[config.mk]
export PLATFORM = sky130hd
export DESIGN_NAME = radar_frame_rx
export DESIGN_NICKNAME = d
export VERILOG_FILES = /design/src/rtl/radar_frame_rx.sv
export SDC_FILE = /design/constraint.sdc
export NUM_CORES = 1
export LEC_CHECK = 0
export CORE_ASPECT_RATIO = 0.5
export CORE_UTILIZATION = 60
export DETAILED_ROUTE_END_ITERATION = 8
export DONT_BUFFER_PORTS = 1
export PLACE_DENSITY = 0.72
export REMOVE_ABC_BUFFERS = 1
export SETUP_SLACK_MARGIN = 0.5
export SLEW_MARGIN = 20
export SYNTH_ARGS = -nofsm -noshare
export SYNTH_HDL_FRONTEND = slang
export SYNTH_SLANG_ARGS = --single-unit
[constraint.sdc]
create_clock -name Clk -period 4.1 [get_ports Clk]
set_input_delay 0.82 -clock Clk [delete_from_list [all_inputs] [get_ports Clk]]
set_output_delay 0.82 -clock Clk [all_outputs]
set_load 0.02 [all_outputs]
[src/rtl/radar_frame_rx.sv]
// Receive-side parser for radar link frames: 55 5A LEN CMD [PAYLOAD] CHK.
// Good frames are published on FrameValid; discarded frames report a cause on ErrValid/ErrCode.
module radar_frame_rx #(
    parameter int MAX_PAYLOAD = 8,
    parameter int TIMEOUT_CYC = 500000
) (
    input  logic                     Clk,
    input  logic                     RstN,
    input  logic                     RxValid,
    input  logic [7:0]               RxData,
    output logic                     FrameValid,
    output logic [7:0]               FrameCmd,
    output logic [7:0]               FrameLen,
    output logic [8*MAX_PAYLOAD-1:0] FrameData,
    output logic                     ErrValid,
    output logic [1:0]               ErrCode
);

    localparam int IDX_W = $clog2(MAX_PAYLOAD) + 1;
    localparam int CNT_W = $clog2(TIMEOUT_CYC + 1);
    localparam logic [CNT_W-1:0] CNT_LAST = CNT_W'(TIMEOUT_CYC - 1);
    localparam logic [7:0] LEN_MIN = 8'd2;
    localparam logic [7:0] LEN_MAX = 8'(MAX_PAYLOAD + 2);

    localparam logic [2:0] S_HDR1 = 3'd0;
    localparam logic [2:0] S_HDR2 = 3'd1;
    localparam logic [2:0] S_LEN  = 3'd2;
    localparam logic [2:0] S_CMD  = 3'd3;
    localparam logic [2:0] S_DATA = 3'd4;
    localparam logic [2:0] S_CHK  = 3'd5;

    localparam logic [1:0] ERR_CHK     = 2'd1;
    localparam logic [1:0] ERR_LEN     = 2'd2;
    localparam logic [1:0] ERR_TIMEOUT = 2'd3;

    logic [2:0]       state_q,       state_d;
    logic [7:0]       sum_q,         sum_d;
    logic [7:0]       remaining_q,   remaining_d;
    logic [IDX_W-1:0] idx_q,         idx_d;
    logic [CNT_W-1:0] cnt_q,         cnt_d;
    logic [7:0]       shadow_cmd_q,  shadow_cmd_d;
    logic [7:0]       shadow_len_q,  shadow_len_d;
    logic [7:0]       shadow_data_q [MAX_PAYLOAD];
    logic [7:0]       shadow_data_d [MAX_PAYLOAD];
    logic             frame_valid_q, frame_valid_d;
    logic [7:0]       frame_cmd_q,   frame_cmd_d;
    logic [7:0]       frame_len_q,   frame_len_d;
    logic [7:0]       frame_data_q  [MAX_PAYLOAD];
    logic [7:0]       frame_data_d  [MAX_PAYLOAD];
    logic             err_valid_q,   err_valid_d;
    logic [1:0]       err_code_q,    err_code_d;

    logic                   timeout_hit;
    logic                   byte_ok;
    logic                   shadow_clear;
    logic [MAX_PAYLOAD-1:0] lane_we;

    // A byte landing on the timeout cycle is dropped: the timeout takes priority.
    assign timeout_hit  = (state_q != S_HDR1) && (cnt_q == CNT_LAST);
    assign byte_ok      = RxValid && !timeout_hit;
    assign shadow_clear = byte_ok && (state_q == S_HDR2) && (RxData == 8'h5A);

    assign cnt_d = (RxValid || timeout_hit || state_q == S_HDR1) ? '0 : cnt_q + CNT_W'(1);

    genvar gi;
    generate
        for (gi = 0; gi < MAX_PAYLOAD; gi++) begin : g_lane
            assign lane_we[gi] = byte_ok && (state_q == S_DATA) && (idx_q == IDX_W'(gi));
            assign shadow_data_d[gi] = shadow_clear ? 8'h00 :
                                       lane_we[gi]  ? RxData : shadow_data_q[gi];
            assign FrameData[gi*8 +: 8] = frame_data_q[gi];
        end
    endgenerate

    always_comb begin
        state_d       = state_q;
        sum_d         = sum_q;
        remaining_d   = remaining_q;
        idx_d         = idx_q;
        shadow_cmd_d  = shadow_cmd_q;
        shadow_len_d  = shadow_len_q;
        frame_valid_d = 1'b0;
        frame_cmd_d   = frame_cmd_q;
        frame_len_d   = frame_len_q;
        frame_data_d  = frame_data_q;
        err_valid_d   = 1'b0;
        err_code_d    = err_code_q;

        if (timeout_hit) begin
            err_valid_d = 1'b1;
            err_code_d  = ERR_TIMEOUT;
            state_d     = S_HDR1;
        end else if (RxValid) begin
            case (state_q)
                S_HDR1: begin
                    if (RxData == 8'h55) state_d = S_HDR2;
                end
                S_HDR2: begin
                    if (RxData == 8'h5A)      state_d = S_LEN;
                    else if (RxData != 8'h55) state_d = S_HDR1;
                end
                S_LEN: begin
                    if (RxData >= LEN_MIN && RxData <= LEN_MAX) begin
                        // 55 + 5A folds to AF, so the running sum starts there.
                        state_d      = S_CMD;
                        remaining_d  = RxData - 8'd1;
                        sum_d        = 8'hAF + RxData;
                        idx_d        = '0;
                        shadow_len_d = RxData - 8'd2;
                    end else begin
                        err_valid_d = 1'b1;
                        err_code_d  = ERR_LEN;
                        state_d     = S_HDR1;
                    end
                end
                S_CMD: begin
                    shadow_cmd_d = RxData;
                    sum_d        = sum_q + RxData;
                    remaining_d  = remaining_q - 8'd1;
                    state_d      = (remaining_q == 8'd1) ? S_CHK : S_DATA;
                end
                S_DATA: begin
                    idx_d       = idx_q + IDX_W'(1);
                    sum_d       = sum_q + RxData;
                    remaining_d = remaining_q - 8'd1;
                    if (remaining_q == 8'd1) state_d = S_CHK;
                end
                S_CHK: begin
                    if (RxData == sum_q) begin
                        frame_valid_d = 1'b1;
                        frame_cmd_d   = shadow_cmd_q;
                        frame_len_d   = shadow_len_q;
                        frame_data_d  = shadow_data_q;
                    end else begin
                        err_valid_d = 1'b1;
                        err_code_d  = ERR_CHK;
                    end
                    state_d = S_HDR1;
                end
                default: state_d = S_HDR1;
            endcase
        end
    end

    always_ff @(posedge Clk or negedge RstN) begin
        if (!RstN) begin
            state_q       <= S_HDR1;
            sum_q         <= '0;
            remaining_q   <= '0;
            idx_q         <= '0;
            cnt_q         <= '0;
            shadow_cmd_q  <= '0;
            shadow_len_q  <= '0;
            shadow_data_q <= '{default: 8'h00};
            frame_valid_q <= 1'b0;
            frame_cmd_q   <= '0;
            frame_len_q   <= '0;
            frame_data_q  <= '{default: 8'h00};
            err_valid_q   <= 1'b0;
            err_code_q    <= '0;
        end else begin
            state_q       <= state_d;
            sum_q         <= sum_d;
            remaining_q   <= remaining_d;
            idx_q         <= idx_d;
            cnt_q         <= cnt_d;
            shadow_cmd_q  <= shadow_cmd_d;
            shadow_len_q  <= shadow_len_d;
            shadow_data_q <= shadow_data_d;
            frame_valid_q <= frame_valid_d;
            frame_cmd_q   <= frame_cmd_d;
            frame_len_q   <= frame_len_d;
            frame_data_q  <= frame_data_d;
            err_valid_q   <= err_valid_d;
            err_code_q    <= err_code_d;
        end
    end

    assign FrameValid = frame_valid_q;
    assign FrameCmd   = frame_cmd_q;
    assign FrameLen   = frame_len_q;
    assign ErrValid   = err_valid_q;
    assign ErrCode    = err_code_q;

endmodule

==> results of run 1 <==
per-stage QoR:
step / utilization / cells / power [mW]
6_report: 0.676 / 996 / 4.08
5_1_grt: 0.676 / 996 / 4.25
4_1_cts: 0.674 / 995 / 4.12
3_5_place_dp: 0.634 / 962 / 2.40
3_3_place_gp: 0.634 / 962 / 2.39
2_1_floorplan: - / 756 / 2.35
flip-flops by register name, summed over array words and instances, names as in the netlist, 4 cells and up:
name,flops
FrameData,64
shadow_data_q,64
idx_q,4
FrameCmd,8
shadow_cmd_q,8
sum_q,8
shadow_len_q,8
cnt_q,19
FrameLen,8
remaining_q,8
cell usage after synthesis, types with 2 or more instances:
master    count  area share
and4_1        2      0.0019
nor4bb_1      2      0.0022
a21o_1        2      0.0016
mux2i_1      40       0.044
nand3b_1      3      0.0025
nand4_1       6      0.0041
and3_1        6      0.0041
a211o_1       2      0.0019
buf_2         5      0.0027
nor4_1        7      0.0048
nor4b_1       3      0.0029
xor2_1       25       0.024
nand2b_1      7      0.0048
mux2_2       91        0.11
nor2b_1       3      0.0020
ha_1         20       0.027
nand3_1      28       0.015
clkbuf_1     43       0.018
or2_2         2      0.0014
o21a_1        4      0.0033
dfrtp_1     206        0.56
o21ai_0      48       0.026
o221ai_1      3      0.0029
o22ai_1       3      0.0020
o31ai_1       2      0.0016
nor3_1       12      0.0065
and2_1        4      0.0027
nor2_1       83       0.034
a21oi_1      18      0.0098
nand2_1      62       0.025
xnor2_1      13       0.012
inv_1        21      0.0086
or3_1        11      0.0075
report_power, final:
group | leakage, nW | switching, mW | internal, mW
logic | 1.81 | 0.113 | 0.0972
registers | 2.85 | 0.0644 | 2.09
clock network | 0.289 | 0.740 | 0.978
per-layer routing:
layer | routed length, um | GRT usage
met5 | 0 | 0
met4 | 323 | 0.0611
met3 | 1030 | 0.0595
met2 | 8290 | 0.387
met1 | 9050 | 0.345
kinds of logic after synthesis:
group,count (synthesis),synth area share
mux,131,0.155
fa+ha+maj,21,0.0295
buf+inv,70,0.0301
compound gates,93,0.0597
flops,206,0.562
simple gates,246,0.127
xor+xnor,38,0.0363
critical path: cells and delay by family, from the launching register on:
kind	cells	cell delay, ns
AO/OA/AOI/OAI	3	0.77
XOR/XNOR	1	0.15
adder cells (fa/ha/maj)	1	0.31
flip-flops	1	0.47
AND/OR/NAND/NOR	6	1.57
how the worst min path moves through the flow:
stage | start | end | slack (ns) | depth (start not counted)
after floorplan | cnt_q[0] | cnt_q[0] | 0.45 | 1
after global placement | cnt_q[0] | cnt_q[0] | 0.47 | 1
after detailed placement | cnt_q[0] | cnt_q[0] | 0.48 | 1
after CTS | RstN | FrameLen[6] | 0.01 | 0
after global routing | RstN | FrameValid | 0.009 | 0
final | RstN | FrameValid | 0.03 | 0
final cells by class:
cell class / count / share of cell area
Sequential cell: 206 / 0.519
Multi-Input combinational cell: 529 / 0.381
Clock buffer: 28 / 0.0543
Tap cell: 198 / 0.0249
Timing Repair Buffer: 9 / 0.00806
Inverter: 21 / 0.00793
Clock inverter: 5 / 0.00566
==> results.md, run 1 <==
* RSZ-0062 raised after global routing: false
* Setup crit start kind: flop
* Reg area at 5150 um^2
* Gr usage total at 0.245
* Drt wl/cell at 18.8 um
* Post-layout worst setup margin at 0.774 ns
* Commonest non-fill, non-tap cell in the layout: dfrtp_1
* I/O Pins at 95
* Syn Std Cell Area at 9170 um^2
* Clock Tree Buf Depth at 3
* Crit. Startpoint: state_q[1]
* H-tree depth at 1
* Final worst path period share at 0.811
* Fmax at 0.301 GHz
* Layout cells sized above 1 at 0.173
* CTS Buf Count at 19
* Vias at 5844
* Mean Syn Cell Area at 11.4 um^2
* Worst setup path class: flop to flop
* Cell area power density at 411 nW/um^2
* Actual slew at the worst max-slew pin at 1.12 ns
* Pleak at 4.95 nW
* First-pass GRT wire length at 29.9 mm
* Antenna-violating nets left at 0
* Crit path largest cell delay at 0.50 ns
* Initial Util at 0.624
* Final setup fails at 0
* Fill count at 1097
* Hold slack at 0.0288 ns
* Total gr overflow at 0
* Max Transition Viols Final at 0
* Antenna diodes at 0
* EDFF count, synth at 0
* Hold Crit Class: primary input to async pin
* Synth async-reset ratio at 1.00
* Final setup TNS at 0 ns
* Core Rows at 31
* Rel. slew slack at 0.252
* Die width at 177 um
* CP endpoint: sum_q[7]
* Pre-CTS WS at 0.830 ns
* Crit end category: flop
* # Post-CTS Setup Buffers at 0
* Post-route cell area at 9940 um^2
* Placeable Area at 14700 um^2
* Die Y-Extent at 89.4 um
* Critical path fanouts, max at 17
* DIE AREA at 15800 um^2
* Root buffer cell: clkbuf_16
* Final min period at 3.33 ns
* Hold-fix buffers, CTS at 0
* CP Cell Sequence: nor2b_1, nand2_1, nand2_1, nand2b_1, ha_1, a21oi_1, o221ai_1, o41ai_1, xnor2_1, or4_1, nand3_1
* Final wirelength at 18.7 mm
* Post-synthesis sequential area ratio at 0.562
* Status: finished clean
* Reg2reg setup slack at 0.77 ns
* Critical-path top delay cell: nand2_1
* IO Port Bufs at 0
* Capturing point of the worst reg2reg path: sum_q[7]
* Mapped Cells at 805
* Final nets at 818
* Multi-input logic area at 3780 um^2
* Max Cap Viol at 0
* Post-cts sizing count at 0
* Peak supply drop at 0.264 mV
* GP Congestion at 0.855
* Area Growth Syn to Fin at 8.36%
* CP Data Required Time at 4.52 ns
* Most frequent cells in the layout: dfrtp_1 (206), mux2_2 (91), nor2_1 (82)
* Area after DPL at 9320 um^2
* Sinks on Clock Net at 206
* Clk_lat worst skew at 0.49 ns
* Worst reg2reg path startpoint: state_q[1]
* Initial antenna violation count at 0
* DRC at 0
* Most used DFF post-synth: dfrtp_1
* Ys Warns at 0
* Final Skew at 0.0126 ns
* TritonRoute pass-1 iters at 4
* R2R depth at 11
* Hold Vio Cnt, Final at 0
* Number of global-route vias before repair at 5668
* Iteration-0 DRC Markers at 435
* CTS tree: done
* Critical path arrival at 3.75 ns
* Clock-pin transition on the worst setup and hold timing paths at 0.07 ns
* Count of different cell masters after synthesis at 51
* Seq cells post-synth at 206
* HPWL after detailed placement at 11.7 mm
* Via/cell ratio at 5.87
* Cell mode on critical path: nand2_1
* Largest net degree at the start of global routing at 207
Power figures use the tool's default switching activity.
==> run 2, diff against run 1 <==
--- a/config.mk
+++ b/config.mk
@@ -6,10 +6,10 @@
 export NUM_CORES = 1
 export LEC_CHECK = 0
 export CORE_ASPECT_RATIO = 0.5
-export CORE_UTILIZATION = 60
+export CORE_UTILIZATION = 57
 export DETAILED_ROUTE_END_ITERATION = 8
 export DONT_BUFFER_PORTS = 1
-export PLACE_DENSITY = 0.72
+export PLACE_DENSITY = 0.71
 export REMOVE_ABC_BUFFERS = 1
 export SETUP_SLACK_MARGIN = 0.5
 export SLEW_MARGIN = 20
==> constraint.sdc (replaced) <==
create_clock -name Clk -period 2.9 [get_ports Clk]
set_input_delay 0.58 -clock Clk [delete_from_list [all_inputs] [get_ports Clk]]
set_output_delay 0.58 -clock Clk [all_outputs]
set_load 0.02 [all_outputs]
==> run 2 against run 1 <==
  * The flow now finishes with violations (hold timing)
  * Global-route usage up 1.1 points
  * Setup slack worse by 0.42 ns
  * Hold slack worse by 0.24 ns
  * Sequential share of layout area down 4.4 points
  * Maximum frequency up 31%
  * Critical path depth up 2
  * Final cell count up 6.0%
==> results.md, run 2 (synthesis gave the netlist of run 1 again) <==
* Status: finished, violations left
* Failing checks: hold timing
* Initial antenna violation count at 0
* Final Skew at 0.0142 ns
* Clock power share at 0.415
* Total gr overflow at 0
* Drt wl/cell at 21.0 um
* Number of global-route vias before repair at 6111
* CTS tree: done
* Final nets at 872
* Post-route cell area at 10900 um^2
* H-tree depth at 1
* Critical path arrival at 2.97 ns
* Critical path fanouts, max at 4
* Comb pwr share at 0.072
* Final worst path period share at 0.878
* DIE AREA at 16600 um^2
* IO Port Bufs at 0
* Clock Tree Buf Depth at 3
* Initial Util at 0.589
* DRC at 0
* Sequential Power Share at 0.513
* Placeable Area at 15600 um^2
* Max Cap Viol at 0
* TritonRoute pass-1 iters at 5
* Area after DPL at 9510 um^2
* Cell total after placement at 985
* Final setup fails at 0
* Vias at 6317
* Final wirelength at 22.1 mm
* Final setup TNS at 0 ns
* Iteration-0 DRC Markers at 358
* Area Growth Syn to Fin at 18.4%
* Reg area at 5150 um^2
* Critical-path top delay cell: or4_1
* Commonest non-fill, non-tap cell in the layout: dfrtp_1
* Hold slack at -0.208 ns
* Worst setup path class: flop to flop
* CP Cell Sequence: buf_6, nor2b_4, nand2_4, nand2_4, buf_6, nand2b_4, ha_4, a21oi_4, o221ai_2, o41ai_2, xnor2_1, or4_1, nand3_1
* Core Rows at 32
* Antenna diodes at 0
* Peak supply drop at 0.350 mV
* Final min period at 2.55 ns
* Pleak at 5.34 nW
* CTS Buf Count at 19
* Pint at 4.52 mW
* Clk_lat worst skew at 0.50 ns
* Cell area power density at 546 nW/um^2
* CP Data Required Time at 3.33 ns
* Non-filler cells, final at 1056
* Net Sw Frac at 0.238
* Crit path largest cell delay at 0.48 ns
* Sw Pwr at 1.41 mW
* Fmax at 0.393 GHz
* Setup crit start kind: flop
* Fill count at 1057
* Clock-pin transition on the worst setup and hold timing paths at 0.07 ns
* Multi-input logic area at 4110 um^2
* Post-layout worst setup margin at 0.354 ns
* Gr usage total at 0.256
* RSZ-0062 raised after global routing: true
* First-pass GRT wire length at 33.5 mm
* Layout cells sized above 1 at 0.278
* Root buffer cell: clkbuf_16
* Antenna-violating nets left at 0
* Most frequent cells in the layout: dfrtp_1 (206), mux2_2 (91), nor2_1 (81)
* GP Congestion at 0.878
* HPWL after detailed placement at 12.2 mm
* Max Transition Viols Final at 0
* Actual slew at the worst max-slew pin at 0.710 ns
* Hold Crit Class: primary input to async pin
* Die Y-Extent at 91.7 um
* Sinks on Clock Net at 206
* Die width at 181 um
* I/O Pins at 95
* Rel. slew slack at 0.523
* Via/cell ratio at 5.98
* Crit end category: flop
* Largest net degree at the start of global routing at 207
* Tot Pwr at 5.93 mW
* Hold Vio Cnt, Final at 206
* Pre-CTS WS at 0.0751 ns
==> run 2: worst max-delay path, delay by kind of cell (launching register included) <==
family | cells | cell delay [ns]
AO/OA/AOI/OAI | 3 | 0.54
XOR/XNOR | 1 | 0.14
AND/OR/NAND/NOR | 6 | 0.94
buffers and inverters | 2 | 0.27
flip-flops | 1 | 0.41
adder cells (fa/ha/maj) | 1 | 0.16
==> run 2: worst paths after layout <==
kind,startpoint,slack [ns],depth (start not counted),endpoint
worst max-delay path,state_q[2],0.35,13,sum_q[7]
worst min register to register,shadow_len_q[6],0.49,1,shadow_len_q[6]
max in group asynchronous,RstN,2.67,0,shadow_data_q[40]
worst max register to register,state_q[2],0.35,13,sum_q[7]
worst min-delay path,RstN,-0.21,0,FrameValid
min in group Clk,RxData[5],0.21,2,shadow_data_q[53]
==> run 2: power by group through the flow <==
| stage | clock, mW | combinational (mW) | sequential, mW |
|---|---|---|---|
| 6_report | 2.46 | 0.429 | 3.04 |
| 5_1_grt | 2.62 | 0.475 | 3.05 |
| 2_1_floorplan | 0 | 0.239 | 3.08 |
| 4_1_cts | 2.50 | 0.351 | 3.04 |
| 3_3_place_gp | 0 | 0.324 | 3.09 |
| 3_5_place_dp | 0 | 0.334 | 3.09 |
==> run 2: through the flow <==
stage	util	hold WS, ns
floorplan	-	0.284
global placement	0.610	0.289
detailed placement	0.610	0.290
CTS	0.663	-0.227
global route	0.697	-0.241
finish	0.697	-0.208
==> run 2: layer usage <==
| metal | up-vias | wire (um) | global-route usage |
|---|---|---|---|
| met1 | 3245 | 10100 | 0.365 |
| met5 | - | 0 | 0 |
| met2 | 184 | 10000 | 0.405 |
| met4 | 0 | 372 | 0.0501 |
| li1 | 2844 | - | - |
| met3 | 44 | 1620 | 0.0604 |
==> run 2: cell type report <==
type | count | area share
sequential | 206 | 0.475
multi-input combinational | 533 | 0.378
timing repair buffer | 59 | 0.0613
clock buffer | 22 | 0.0467
tap | 204 | 0.0235
clock inverter | 11 | 0.00864
inverter | 21 | 0.00726
==> run 2: timing repair <==
action,in CTS,in global routing
buffers inserted,5,19
cloned,5,9
endpoints found under the hold margin,206,206
setup endpoints to repair,150,165
resized for setup,22,60
pin swaps,9,24
==> run 3, diff against run 2 <==
--- a/config.mk
+++ b/config.mk
@@ -5,11 +5,13 @@
 export SDC_FILE = /design/constraint.sdc
 export NUM_CORES = 1
 export LEC_CHECK = 0
+export CELL_PAD_IN_SITES_DETAIL_PLACEMENT = 1
+export CELL_PAD_IN_SITES_GLOBAL_PLACEMENT = 1
 export CORE_ASPECT_RATIO = 0.5
-export CORE_UTILIZATION = 57
+export CORE_UTILIZATION = 46
 export DETAILED_ROUTE_END_ITERATION = 8
 export DONT_BUFFER_PORTS = 1
-export PLACE_DENSITY = 0.71
+export PLACE_DENSITY = 0.72
 export REMOVE_ABC_BUFFERS = 1
 export SETUP_SLACK_MARGIN = 0.5
 export SLEW_MARGIN = 20
==> run 3 against run 2 <==
  * Maximum frequency decreased by 4.3%
  * Hold slack got worse by 0.022 ns
  * Largest power group unchanged
  * Final cell count up 6.9%
  * Sequential cell count is the same
  * Non-clock buffer count up 9
  * Sequential power hardly changed
  * Count of clock-buffer cells in the layout up 2
  * Setup slack got worse by 0.11 ns
  * The flow still finishes with violations (hold timing)
  * Routed wire length grew 18%
  * Die area increased by 23%
==> results.md, run 3 (synthesis gave the netlist of run 1 again) <==
* Clock-pin transition on the worst setup and hold timing paths at 0.07 ns
* DIE AREA at 20500 um^2
* Clk_lat worst skew at 0.52 ns
* Die width at 202 um
* Rel. slew slack at 0.489
* HPWL after detailed placement at 14.4 mm
* Initial antenna violation count at 0
* CTS Buf Count at 20
* Tot Pwr at 6.34 mW
* Post-route cell area at 11400 um^2
* Final worst path period share at 0.917
* RSZ-0062 raised after global routing: true
* Area Growth Syn to Fin at 24.3%
* Antenna diodes at 0
* CP Data Required Time at 3.34 ns
* Drt wl/cell at 23.2 um
* H-tree depth at 1
* Capturing point of the worst reg2reg path: sum_q[7]
* Peak supply drop at 0.513 mV
* Hold Crit Class: primary input to async pin
* Critical path arrival at 3.10 ns
* Core Rows at 36
* CTS tree: done
* R2R depth at 12
* Root buffer cell: clkbuf_16
* Via/cell ratio at 5.63
* Reg2reg setup slack at 0.24 ns
* Commonest non-fill, non-tap cell in the layout: dfrtp_1
* Status: finished, violations left
* TritonRoute pass-1 iters at 4
* Largest net degree at the start of global routing at 207
* Final setup fails at 0
* Hold Vio Cnt, Final at 206
* Actual slew at the worst max-slew pin at 0.759 ns
* Final setup TNS at 0 ns
* Core Util, Final at 0.584
* Max Cap Viol at 0
* Clock Tree Buf Depth at 3
* Hold slack at -0.231 ns
* Final nets at 881
* Max Transition Viols Final at 0
* IO Port Bufs at 0
* Layout cells sized above 1 at 0.363
* Final wirelength at 26.1 mm
* Placeable Area at 19500 um^2
* Most frequent cells in the layout: dfrtp_1 (203), mux2_2 (91), nand2_1 (48)
* Crit end category: flop
* Number of global-route vias before repair at 6592
* Initial Util at 0.470
* Gr usage total at 0.235
* Setup crit start kind: flop
* Failing checks: hold timing
* Antenna-violating nets left at 0
* Worst setup path class: flop to flop
* Critical path fanouts, max at 7
* Sinks on Clock Net at 206
* I/O Pins at 95
* Pleak at 5.37 nW
* DRC at 0
* Die Y-Extent at 102 um
* Final Skew at 0.0270 ns
* Final min period at 2.66 ns
* Fmax at 0.376 GHz
* GP Congestion at 0.809
* Vias at 6359
* Cell area power density at 556 nW/um^2
* Iteration-0 DRC Markers at 254
* Total gr overflow at 0
* Worst reg2reg path startpoint: state_q[0]
* First-pass GRT wire length at 37.6 mm
* Area after DPL at 9560 um^2
-- run 3: how the worst max path moves through the flow --
stage | depth (start not counted) | end | from | slack (ns)
finish | 12 | sum_q[7] | state_q[0] | 0.24
global route | 12 | sum_q[7] | state_q[1] | 0.14
detailed placement | 12 | sum_q[7] | state_q[2] | -0.12
global placement | 12 | sum_q[7] | state_q[1] | 0.02
floorplan | 6 | FrameCmd[0] | cnt_q[0] | -1.08
CTS | 12 | sum_q[7] | state_q[1] | 0.31
-- run 3: layer usage --
layer  global-route usage  vias up  wire, um
met5                    0        -         0
met4               0.0455        0       519
met3               0.0529       40      1680
met2                0.400      116     12600
met1                0.315     3344     11300
li1                     -     2859         -
-- run 3: final cells by class --
| cell class | instances | area (um^2) |
|---|---|---|
| clock buffer | 24 | 526 |
| clock inverter | 12 | 155 |
| fill | 1966 | 8100 |
| inverter | 21 | 78.8 |
| multi-input combinational | 532 | 4400 |
| sequential | 206 | 5160 |
| tap | 266 | 333 |
| timing repair buffer | 68 | 746 |
-- run 3: worst max-delay path: stages (launching register included) --
cell and delay (ns):
dfrtp_2 0.44, nor2_4 0.14, nand2_2 0.11, nand2_4 0.10, buf_6 0.13, nand2b_1 0.08, ha_2 0.22, a21oi_4 0.17
o221ai_4 0.14, o41ai_4 0.42, xnor2_2 0.11, or4_1 0.43, nand3_1 0.10
-- run 3: timing repair --
item / in CTS / in global routing
buffers inserted: 18 / 18
setup endpoints to repair: 70 / 165
gates cloned: 4 / 6
pin swaps: 15 / 53
hold endpoints to repair: 206 / 206
resized for setup: 36 / 153
-- run 3: report_power, final --
part | leakage (nW) | switching (mW) | total [mW] | internal [mW]
Clock | 0.336 | 1.19 | 2.77 | 1.58
Combinational | 2.18 | 0.248 | 0.513 | 0.265
Sequential | 2.85 | 0.0942 | 3.05 | 2.96
-- run 3: through the flow --
stage	std cells	setup slack [ns]	hold WS, ns
after global routing	1129	0.138	-0.247
final	1129	0.241	-0.231
after detailed placement	1047	-0.123	0.291
after CTS	1105	0.315	-0.235
after global placement	1047	0.0210	0.291
after floorplan	756	-1.08	0.284
